$ cat config.mk
export PLATFORM = sky130hd
export DESIGN_NAME = io_config_frame_sequencer
export DESIGN_NICKNAME = d
export VERILOG_FILES = /design/src/rtl/io_config_frame_sequencer.sv
export SDC_FILE = /design/constraint.sdc
export NUM_CORES = 1
export LEC_CHECK = 0
export ABC_AREA = 1
export BUFFER_PORTS_ARGS = -buffer_cell sky130_fd_sc_hd__buf_2
export CAP_MARGIN = 0
export CORE_ASPECT_RATIO = 1.2
export CORE_MARGIN = 1
export CORE_UTILIZATION = 57
export CTS_CLUSTER_SIZE = 24
export DETAILED_ROUTE_END_ITERATION = 8
export PLACE_DENSITY = 0.76
export SKIP_CTS_REPAIR_TIMING = 1
export SLEW_MARGIN = 20
export SYNTH_ARGS = -nofsm -noshare
export SYNTH_HDL_FRONTEND = slang
export SYNTH_SLANG_ARGS = --single-unit
$ cat constraint.sdc
create_clock -name prog_clk -period 2.1 [get_ports prog_clk]
set_clock_uncertainty 0.1 [all_clocks]
set_input_delay 0.42 -clock prog_clk [delete_from_list [all_inputs] [get_ports prog_clk]]
set_output_delay 0.42 -clock prog_clk [all_outputs]
set_load 0.05 [all_outputs]
$ cat src/rtl/io_config_frame_sequencer.sv
// io_config_frame_sequencer
// Sequences single-bit configuration writes from a host (valid/ready) onto an
// I/O tile column. The shared address/data_in bus is set up, the tile's one-hot
// enable is pulsed, and then the bus is held, with programmable cycle counts.
// Ports:
//   prog_clk, pReset_n         clock, async active-low reset
//   cmd_valid/cmd_ready        host handshake
//   cmd_tile/addr/data/last    command payload (last marks end of frame)
//   enable[NUM_IO]             one-hot tile write enable
//   address, data_in           shared config bus
//   busy                       command in flight
//   err                        1-cycle pulse on rejected (out-of-range) tile
//   done                       1-cycle pulse after completing a 'last' write
//   wr_count                   saturating count of completed writes
module io_config_frame_sequencer #(
  parameter int unsigned NUM_IO       = 12,
  parameter int unsigned TILE_W       = 4,
  parameter int unsigned ADDR_W       = 1,
  parameter int unsigned SETUP_CYCLES = 1,
  parameter int unsigned PULSE_CYCLES = 1,
  parameter int unsigned HOLD_CYCLES  = 1
) (
  input  logic              prog_clk,
  input  logic              pReset_n,
  input  logic              cmd_valid,
  output logic              cmd_ready,
  input  logic [TILE_W-1:0] cmd_tile,
  input  logic [ADDR_W-1:0] cmd_addr,
  input  logic              cmd_data,
  input  logic              cmd_last,
  output logic [NUM_IO-1:0] enable,
  output logic [ADDR_W-1:0] address,
  output logic              data_in,
  output logic              busy,
  output logic              err,
  output logic              done,
  output logic [15:0]       wr_count
);

  localparam int unsigned CNT_W  = 16;
  localparam int unsigned WCNT_W = 16;

  typedef enum logic [2:0] {
    S_IDLE,
    S_SETUP,
    S_WRITE,
    S_HOLD,
    S_REJECT
  } state_t;

  state_t              state_q, state_d;
  logic [CNT_W-1:0]    cnt_q, cnt_d;
  logic [TILE_W-1:0]   tile_q, tile_d;
  logic                last_q, last_d;

  logic                cmd_ready_d;
  logic [NUM_IO-1:0]   enable_d;
  logic [ADDR_W-1:0]   address_d;
  logic                data_in_d;
  logic                busy_d;
  logic                err_d;
  logic                done_d;
  logic [WCNT_W-1:0]   wr_count_d;

  // State, phase counter, latched command and all registered outputs
  always_ff @(posedge prog_clk or negedge pReset_n) begin
    if (!pReset_n) begin
      state_q   <= S_IDLE;
      cnt_q     <= '0;
      tile_q    <= '0;
      last_q    <= 1'b0;
      cmd_ready <= 1'b0;
      enable    <= '0;
      address   <= '0;
      data_in   <= 1'b0;
      busy      <= 1'b0;
      err       <= 1'b0;
      done      <= 1'b0;
      wr_count  <= '0;
    end else begin
      state_q   <= state_d;
      cnt_q     <= cnt_d;
      tile_q    <= tile_d;
      last_q    <= last_d;
      cmd_ready <= cmd_ready_d;
      enable    <= enable_d;
      address   <= address_d;
      data_in   <= data_in_d;
      busy      <= busy_d;
      err       <= err_d;
      done      <= done_d;
      wr_count  <= wr_count_d;
    end
  end

  // Next-state logic; outputs are decoded from the next state so that the
  // registered outputs line up with the state they describe.
  always_comb begin
    state_d    = state_q;
    cnt_d      = cnt_q;
    tile_d     = tile_q;
    last_d     = last_q;
    address_d  = address;
    data_in_d  = data_in;
    wr_count_d = wr_count;
    done_d     = 1'b0;

    unique case (state_q)
      S_IDLE: begin
        if (cmd_valid && cmd_ready) begin
          tile_d = cmd_tile;
          last_d = cmd_last;
          if (32'(cmd_tile) < NUM_IO) begin
            state_d   = S_SETUP;
            cnt_d     = CNT_W'(SETUP_CYCLES - 1);
            address_d = cmd_addr;
            data_in_d = cmd_data;
          end else begin
            state_d = S_REJECT;
          end
        end
      end
      S_SETUP: begin
        if (cnt_q == '0) begin
          state_d = S_WRITE;
          cnt_d   = CNT_W'(PULSE_CYCLES - 1);
        end else begin
          cnt_d = cnt_q - CNT_W'(1);
        end
      end
      S_WRITE: begin
        if (cnt_q == '0) begin
          state_d = S_HOLD;
          cnt_d   = CNT_W'(HOLD_CYCLES - 1);
        end else begin
          cnt_d = cnt_q - CNT_W'(1);
        end
      end
      S_HOLD: begin
        if (cnt_q == '0) begin
          state_d = S_IDLE;
          done_d  = last_q;
          if (wr_count != {WCNT_W{1'b1}}) begin
            wr_count_d = wr_count + WCNT_W'(1);
          end
        end else begin
          cnt_d = cnt_q - CNT_W'(1);
        end
      end
      S_REJECT: begin
        state_d = S_IDLE;
      end
      default: begin
        state_d = S_IDLE;
      end
    endcase

    cmd_ready_d = (state_d == S_IDLE);
    busy_d      = (state_d != S_IDLE);
    err_d       = (state_d == S_REJECT);

    // One-hot enable for the latched tile only while in WRITE
    enable_d = '0;
    if (state_d == S_WRITE) begin
      for (int unsigned i = 0; i < NUM_IO; i++) begin
        enable_d[i] = (tile_q == TILE_W'(i));
      end
    end
  end

endmodule
==> flow_summary.yaml, run 1 <==
power:
  maximum_vdd_drop_v: 0.0003475
  power_leakage_nw: 1.884
  power-per-cell-area_nw_per_um2: 594.6
worst_setup_path:
  maximum_fanout_along_the_worst_path: 10
  cp_top_family: "simple AND/OR/NAND/NOR gates"
  critPathLaunchType: "flop"
  critical_path_class: "flop to flop"
  critical_path_required_ps: 2230
  critPathMaxStageDelay_ps: 360
  critical_path.endpoint_type: "flop"
  critical_path_arrival_ps: 2030
  timing.critical_path.slowest_stage_cell: "dfrtp_1"
  worst_path_cell_trace: "inv_1, ha_1, nand2_1, nor2_4, nand3_4, nand2_4, inv_2, buf_4, nor2_1, inv_1"
  cp_num_buf_inv: 4
  critical_path.most_common_cell: "inv_1"
floorplanning:
  initial_core_util: 0.5939
  dieWidth_um: 70.06
  die_y_um: 83.67
  row_cnt: 29
  core_area_um2: 5334
  floorplan.die_area_um2: 5861
  ioPinCount: 44
routing:
  highest_metal_layer_with_signal_wires: "met4"
  met3WireLength_um: 246
  routed_wirelength_um: 6311
  num_vias: 2772
  routedLengthMet1_um: 2657
  first_pass_iters: 5
  drc: 0
  drt.antenna.violating_nets: 0
  detailed_route_iter0_violations: 186
  vias_per_cell: 5.250
  wl_per_cell_um: 11.95
  dr_wl_met2_um: 3266
synth:
  yosysSeqAreaShare: 0.4581
  yosysWarningCount: 0
  cell_variety_after_synth: 26
  synthesis.instances: 407
  synthesis.area_um2: 3168
  postSynthAreaPerCell_um2: 7.784
  syn_nets: 420
  number_of_synthesized_register_bits: 58
finish:
  mostFrequentLayoutCell: "nand2_1"
  final_layout_size_suffix_gt1_frac: 0.2232
  area_of_combinational_cells_with_multiple_inputs_um2: 1484
  antenna_cells: 0
  final_nets: 474
  area_growth_syn_to_layout_pct: 16.00
  filler_cell_count: 435
  layout.area.seq_um2: 1451
  postLayoutCoreUtil: 0.6890
  mostFrequentLayoutCells: "nand2_1, dfrtp_1, inv_1, nor2_1, buf_2"
cts:
  cts_root_buf: "clkbuf_8"
  clock_sinks: 58
  number_of_h_tree_branching_levels: 3
  cts_made_buffers: 9
  cts_max_path_buffers: 2
  clock_tree_from_tritoncts: "done"
  clk_pin_slew_ps: 70
  worstSkewPairLatency_ps: 330
sta:
  postLayoutSetupSlackWorst_ps: 197.0
  achievable-frequency_mhz: 525.5
  final.min_clock_period_ps: 1903
  tightestPinTransition_ps: 532.3
  finalCritPeriodShare: 0.9062
  worst_hold_slack_ps: -42.77
  rsz0062_at_grt: "false"
  fin_tns_setup_ps: 0
  finalHoldViolCount: 22
  timing.slew.headroom: 0.6452
  slew_violations: 0
  report.final.setup_viol: 0
grt:
  number_of_global_route_vias_before_repair: 2620
  first_pass_grt_wire_length_um: 11020
  antenna_violations_before_repair: 0
  global_route.usage.total: 0.2356
  grt_overflow: 0
  maximum_number_of_pins_on_one_net_before_global_route_repair: 37
hold_path:
  hold_path_class: "primary input to async pin"
placement:
  dp_hpwl_um: 4776
  io_buffers: 43
  pre_cts_slack_ps: 163.8
  placer_s_final_routability_congestion_estimate: 0.9179
outcome:
  failed_checks: "negative hold slack"
  outcome: "finished with violations"
run:
  max_cap_violations: 0
==> power breakdown <==
group	leakage (nW)	internal [W]	switching, W	total (W)
logic	1.07	0.00000981	0.0000246	0.0000344
registers	0.723	0.00112	0	0.00112
clock network	0.0945	0.000579	0.000455	0.00103
total	1.88	0.00171	0.000480	0.00219
==> registers in the layout (all words and copies together) (netlist names), 3 cells and up <==
signal / flops
cnt_q: 16
wr_count: 16
enable: 12
tile_q: 4
state_q: 3
==> worst paths after layout <==
path	depth (start not counted)	slack, ps	start	end
setup / recovery	10	200	cnt_q[0]$_DFFE_PN0P_	busy$_DFF_PN0_
hold / removal	1	-40	pReset_n	wr_count[6]$_DFFE_PN0P_
setup reg to reg	10	200	cnt_q[0]$_DFFE_PN0P_	busy$_DFF_PN0_
hold reg to reg	2	400	last_q$_DFFE_PN0P_	done$_DFF_PN0_
max in group asynchronous	2	1390	pReset_n	state_q[0]$_DFF_PN0_
min in group prog_clk	3	190	cmd_tile[1]	tile_q[1]$_DFFE_PN0P_
==> per-stage QoR <==
stage          hold WS [ps]  instance area [um2]  total power [W]  instances
6_report             -42.77                 3675         0.002185        528
5_1_grt               2.727                 3675         0.002262        528
4_1_cts              -34.15                 3655         0.002212        527
3_5_place_dp          331.7                 3451         0.001174        511
3_3_place_gp          328.0                 3451         0.001174        511
2_1_floorplan         24.41                 3168         0.001139        407
==> final cells by class <==
type	instances	area share
clock buffers	10	0.03745
repair buffers	47	0.07354
flip-flops and latches	58	0.3950
well taps	62	0.02111
clock inverters	6	0.01805
inverters	50	0.05107
multi-input cells	295	0.4038
==> kinds of logic (layout without fill, tap and decap cells) <==
family	Yosys count	after routing	share of synthesized area
AND/OR/NAND/NOR	252	252	0.3693
flip-flops	58	58	0.4581
buffers and inverters	54	113	0.07346
AO/OA/AOI/OAI	26	26	0.04700
XOR/XNOR	12	12	0.03318
adder cells (fa/ha/maj)	3	3	0.01185
multiplexers	2	2	0.007108
==> worst reg2reg max path, cell delays in order (launching register included) <==
cell	delay, ps
dfrtp_1	360
inv_1	150
ha_1	200
nand2_1	90
nor2_4	190
nand3_4	130
nand2_4	130
inv_2	100
buf_4	180
nor2_1	120
inv_1	50
==> layer usage <==
layer / track usage / vias up
met1: 0.2794 / 1292
met5: 0 / -
met2: 0.4038 / 80
met4: 0.1127 / 0
li1: - / 1384
met3: 0.04952 / 16
==> synthesized netlist by cell type <==
| cell type | count | share of area |
|---|---|---|
| nor3_1 | 11 | 0.017 |
| nand2_1 | 127 | 0.15 |
| nor2_8 | 1 | 0.0063 |
| nor2_1 | 48 | 0.057 |
| nand3_2 | 3 | 0.0095 |
| xor2_1 | 8 | 0.022 |
| nand3_4 | 1 | 0.0055 |
| nand3_1 | 20 | 0.032 |
| nor4_1 | 1 | 0.0020 |
| buf_6 | 4 | 0.014 |
| nor2_2 | 14 | 0.028 |
| nand2_2 | 8 | 0.016 |
| nor3_2 | 1 | 0.0032 |
| dfrtp_1 | 58 | 0.46 |
| a21oi_2 | 2 | 0.0055 |
| nand2_4 | 2 | 0.0071 |
| o21ai_0 | 12 | 0.019 |
| mux2_2 | 2 | 0.0071 |
| o21ai_1 | 11 | 0.017 |
| inv_2 | 2 | 0.0024 |
| ha_1 | 3 | 0.012 |
| nand4_1 | 11 | 0.022 |
| inv_1 | 48 | 0.057 |
| a21oi_4 | 1 | 0.0051 |
| xnor2_1 | 4 | 0.011 |
| nor2_4 | 4 | 0.014 |
Note: power is estimated with default switching activity, not from simulation.
==> inputs of run 2 (changes only) <==
- PLACE_DENSITY: 0.76 -> 0.79
==> flow_summary.yaml, run 2 (same netlist as run 1, synthesis figures left out) <==
worst_setup_path:
  critical_path.endpoint_type: "flop"
  critical_path.most_common_cell: "nand2_1"
  critical_path_arrival_ps: 2030
  critPathMaxStageDelay_ps: 350
  r2r_start: "cnt_q[0]$_DFFE_PN0P_"
  critical_path_class: "flop to flop"
  worst_path_cell_trace: "inv_1, ha_1, nand2_1, nor2_4, nand3_4, nand2_4, inv_2, buf_4, nand2_1, nand2_1"
  cp_top_family: "simple AND/OR/NAND/NOR gates"
  worstSetupStartpoint: "cnt_q[0]$_DFFE_PN0P_"
  cp_num_buf_inv: 3
  timing.critical_path.slowest_stage_cell: "dfrtp_1"
  rrSetupSlack_ps: 200
  maximum_fanout_along_the_worst_path: 13
  critPathLaunchType: "flop"
  critical_path_required_ps: 2230
  worst_flop_to_flop_path_endpoint: "cnt_q[7]$_DFFE_PN0P_"
  reg2regPathDepth: 10
floorplanning:
  initial_core_util: 0.5939
  floorplan.die_area_um2: 5861
  row_cnt: 29
  ioPinCount: 44
  die_y_um: 83.67
  dieWidth_um: 70.06
  core_area_um2: 5334
finish:
  final_layout_size_suffix_gt1_frac: 0.2232
  mostFrequentLayoutCells: "nand2_1, dfrtp_1, inv_1, nor2_1, buf_2"
  layout_top_registers: "cnt_q: 16 flops, wr_count: 16 flops, enable: 12 flops"
  layoutNonFillerInstCount: 528
  mostFrequentLayoutCell: "nand2_1"
  area_growth_syn_to_layout_pct: 17.38
  filler_cell_count: 439
  antenna_cells: 0
  final_nets: 475
sta:
  finalHoldViolCount: 23
  final.min_clock_period_ps: 1896
  rsz0062_at_grt: "false"
  timing.slew.headroom: 0.6193
  worst_hold_slack_ps: -30.71
  report.final.setup_viol: 0
  tightestPinTransition_ps: 571.1
  slew_violations: 0
  achievable-frequency_mhz: 527.4
  fin_tns_setup_ps: 0
  finalCritPeriodShare: 0.9029
grt:
  grt_overflow: 0
  number_of_global_route_vias_before_repair: 2631
  first_pass_grt_wire_length_um: 11250
  global_route.usage.total: 0.2427
  maximum_number_of_pins_on_one_net_before_global_route_repair: 36
  antenna_violations_before_repair: 0
routing:
  num_vias: 2715
  first_pass_iters: 4
  routed_wirelength_um: 6405
  vias_per_cell: 5.142
  drc: 0
  wl_per_cell_um: 12.13
  detailed_route_iter0_violations: 149
  drt.antenna.violating_nets: 0
outcome:
  failed_checks: "negative hold slack"
  outcome: "finished with violations"
cts:
  cts_max_path_buffers: 2
  cts_made_buffers: 9
  worstSkewPairLatency_ps: 340
  clock_sinks: 58
  cts_root_buf: "clkbuf_8"
  number_of_h_tree_branching_levels: 3
  clk_pin_slew_ps: 70
  clock_tree_from_tritoncts: "done"
placement:
  io_buffers: 43
  post-place-cells: 512
  dp_hpwl_um: 4729
  placer_s_final_routability_congestion_estimate: 0.8716
power:
  fin_total_pwr_w: 0.002410
  power_leakage_nw: 1.913
  maximum_vdd_drop_v: 0.0004470
  power-per-cell-area_nw_per_um2: 648.1
run:
  max_cap_violations: 0
hold_path:
  hold_path_class: "primary input to async pin"
-- run 2: per-stage QoR --
stage,util,setup slack [ps],hold slack (ps),cell area (um2)
6_report,0.6972,203.8,-30.71,3719
5_1_grt,0.6972,42.69,22.56,3719
3_3_place_gp,0.6484,263.6,348.3,3458
4_1_cts,0.6934,174.0,-20.37,3699
3_5_place_dp,0.6484,174.3,349.6,3458
2_1_floorplan,-,60.84,24.41,3168
-- run 2: report_power, final --
part | internal (W) | total [W] | leakage, nW | switching [W]
sequential | 0.00112 | 0.00112 | 0.723 | 0
clock | 0.000811 | 0.00126 | 0.118 | 0.000447
combinational | 0.00000981 | 0.0000347 | 1.07 | 0.0000249
-- run 2: how the worst max path moves through the flow --
| stage | to | slack (ps) | depth (start not counted) |
|---|---|---|---|
| final | cnt_q[7]$_DFFE_PN0P_ | 200 | 10 |
| after global routing | wr_count[4]$_DFFE_PN0P_ | 40 | 9 |
| after CTS | wr_count[6]$_DFFE_PN0P_ | 170 | 9 |
| after detailed placement | wr_count[3]$_DFFE_PN0P_ | 170 | 9 |
| after global placement | wr_count[9]$_DFFE_PN0P_ | 260 | 9 |
| after floorplan | wr_count[2]$_DFFE_PN0P_ | 60 | 10 |
-- run 2: metal layers --
| layer | vias up | track usage | routed length (um) |
|---|---|---|---|
| li1 | 1380 | - | - |
| met1 | 1272 | 0.2830 | 2694 |
| met2 | 53 | 0.4178 | 3362 |
| met3 | 10 | 0.05435 | 231 |
| met4 | 0 | 0.1182 | 116 |
| met5 | - | 0 | 0 |
-- run 2: area by class of cell --
cell class / instances / area [um2] / share of cell area
clock buffers: 10 / 137.6 / 0.03701
clock inverters: 5 / 102.6 / 0.02759
inverters: 50 / 187.7 / 0.05047
multi-input cells: 295 / 1484 / 0.3991
flip-flops and latches: 58 / 1451 / 0.3903
well taps: 62 / 77.57 / 0.02086
repair buffers: 48 / 277.8 / 0.07470
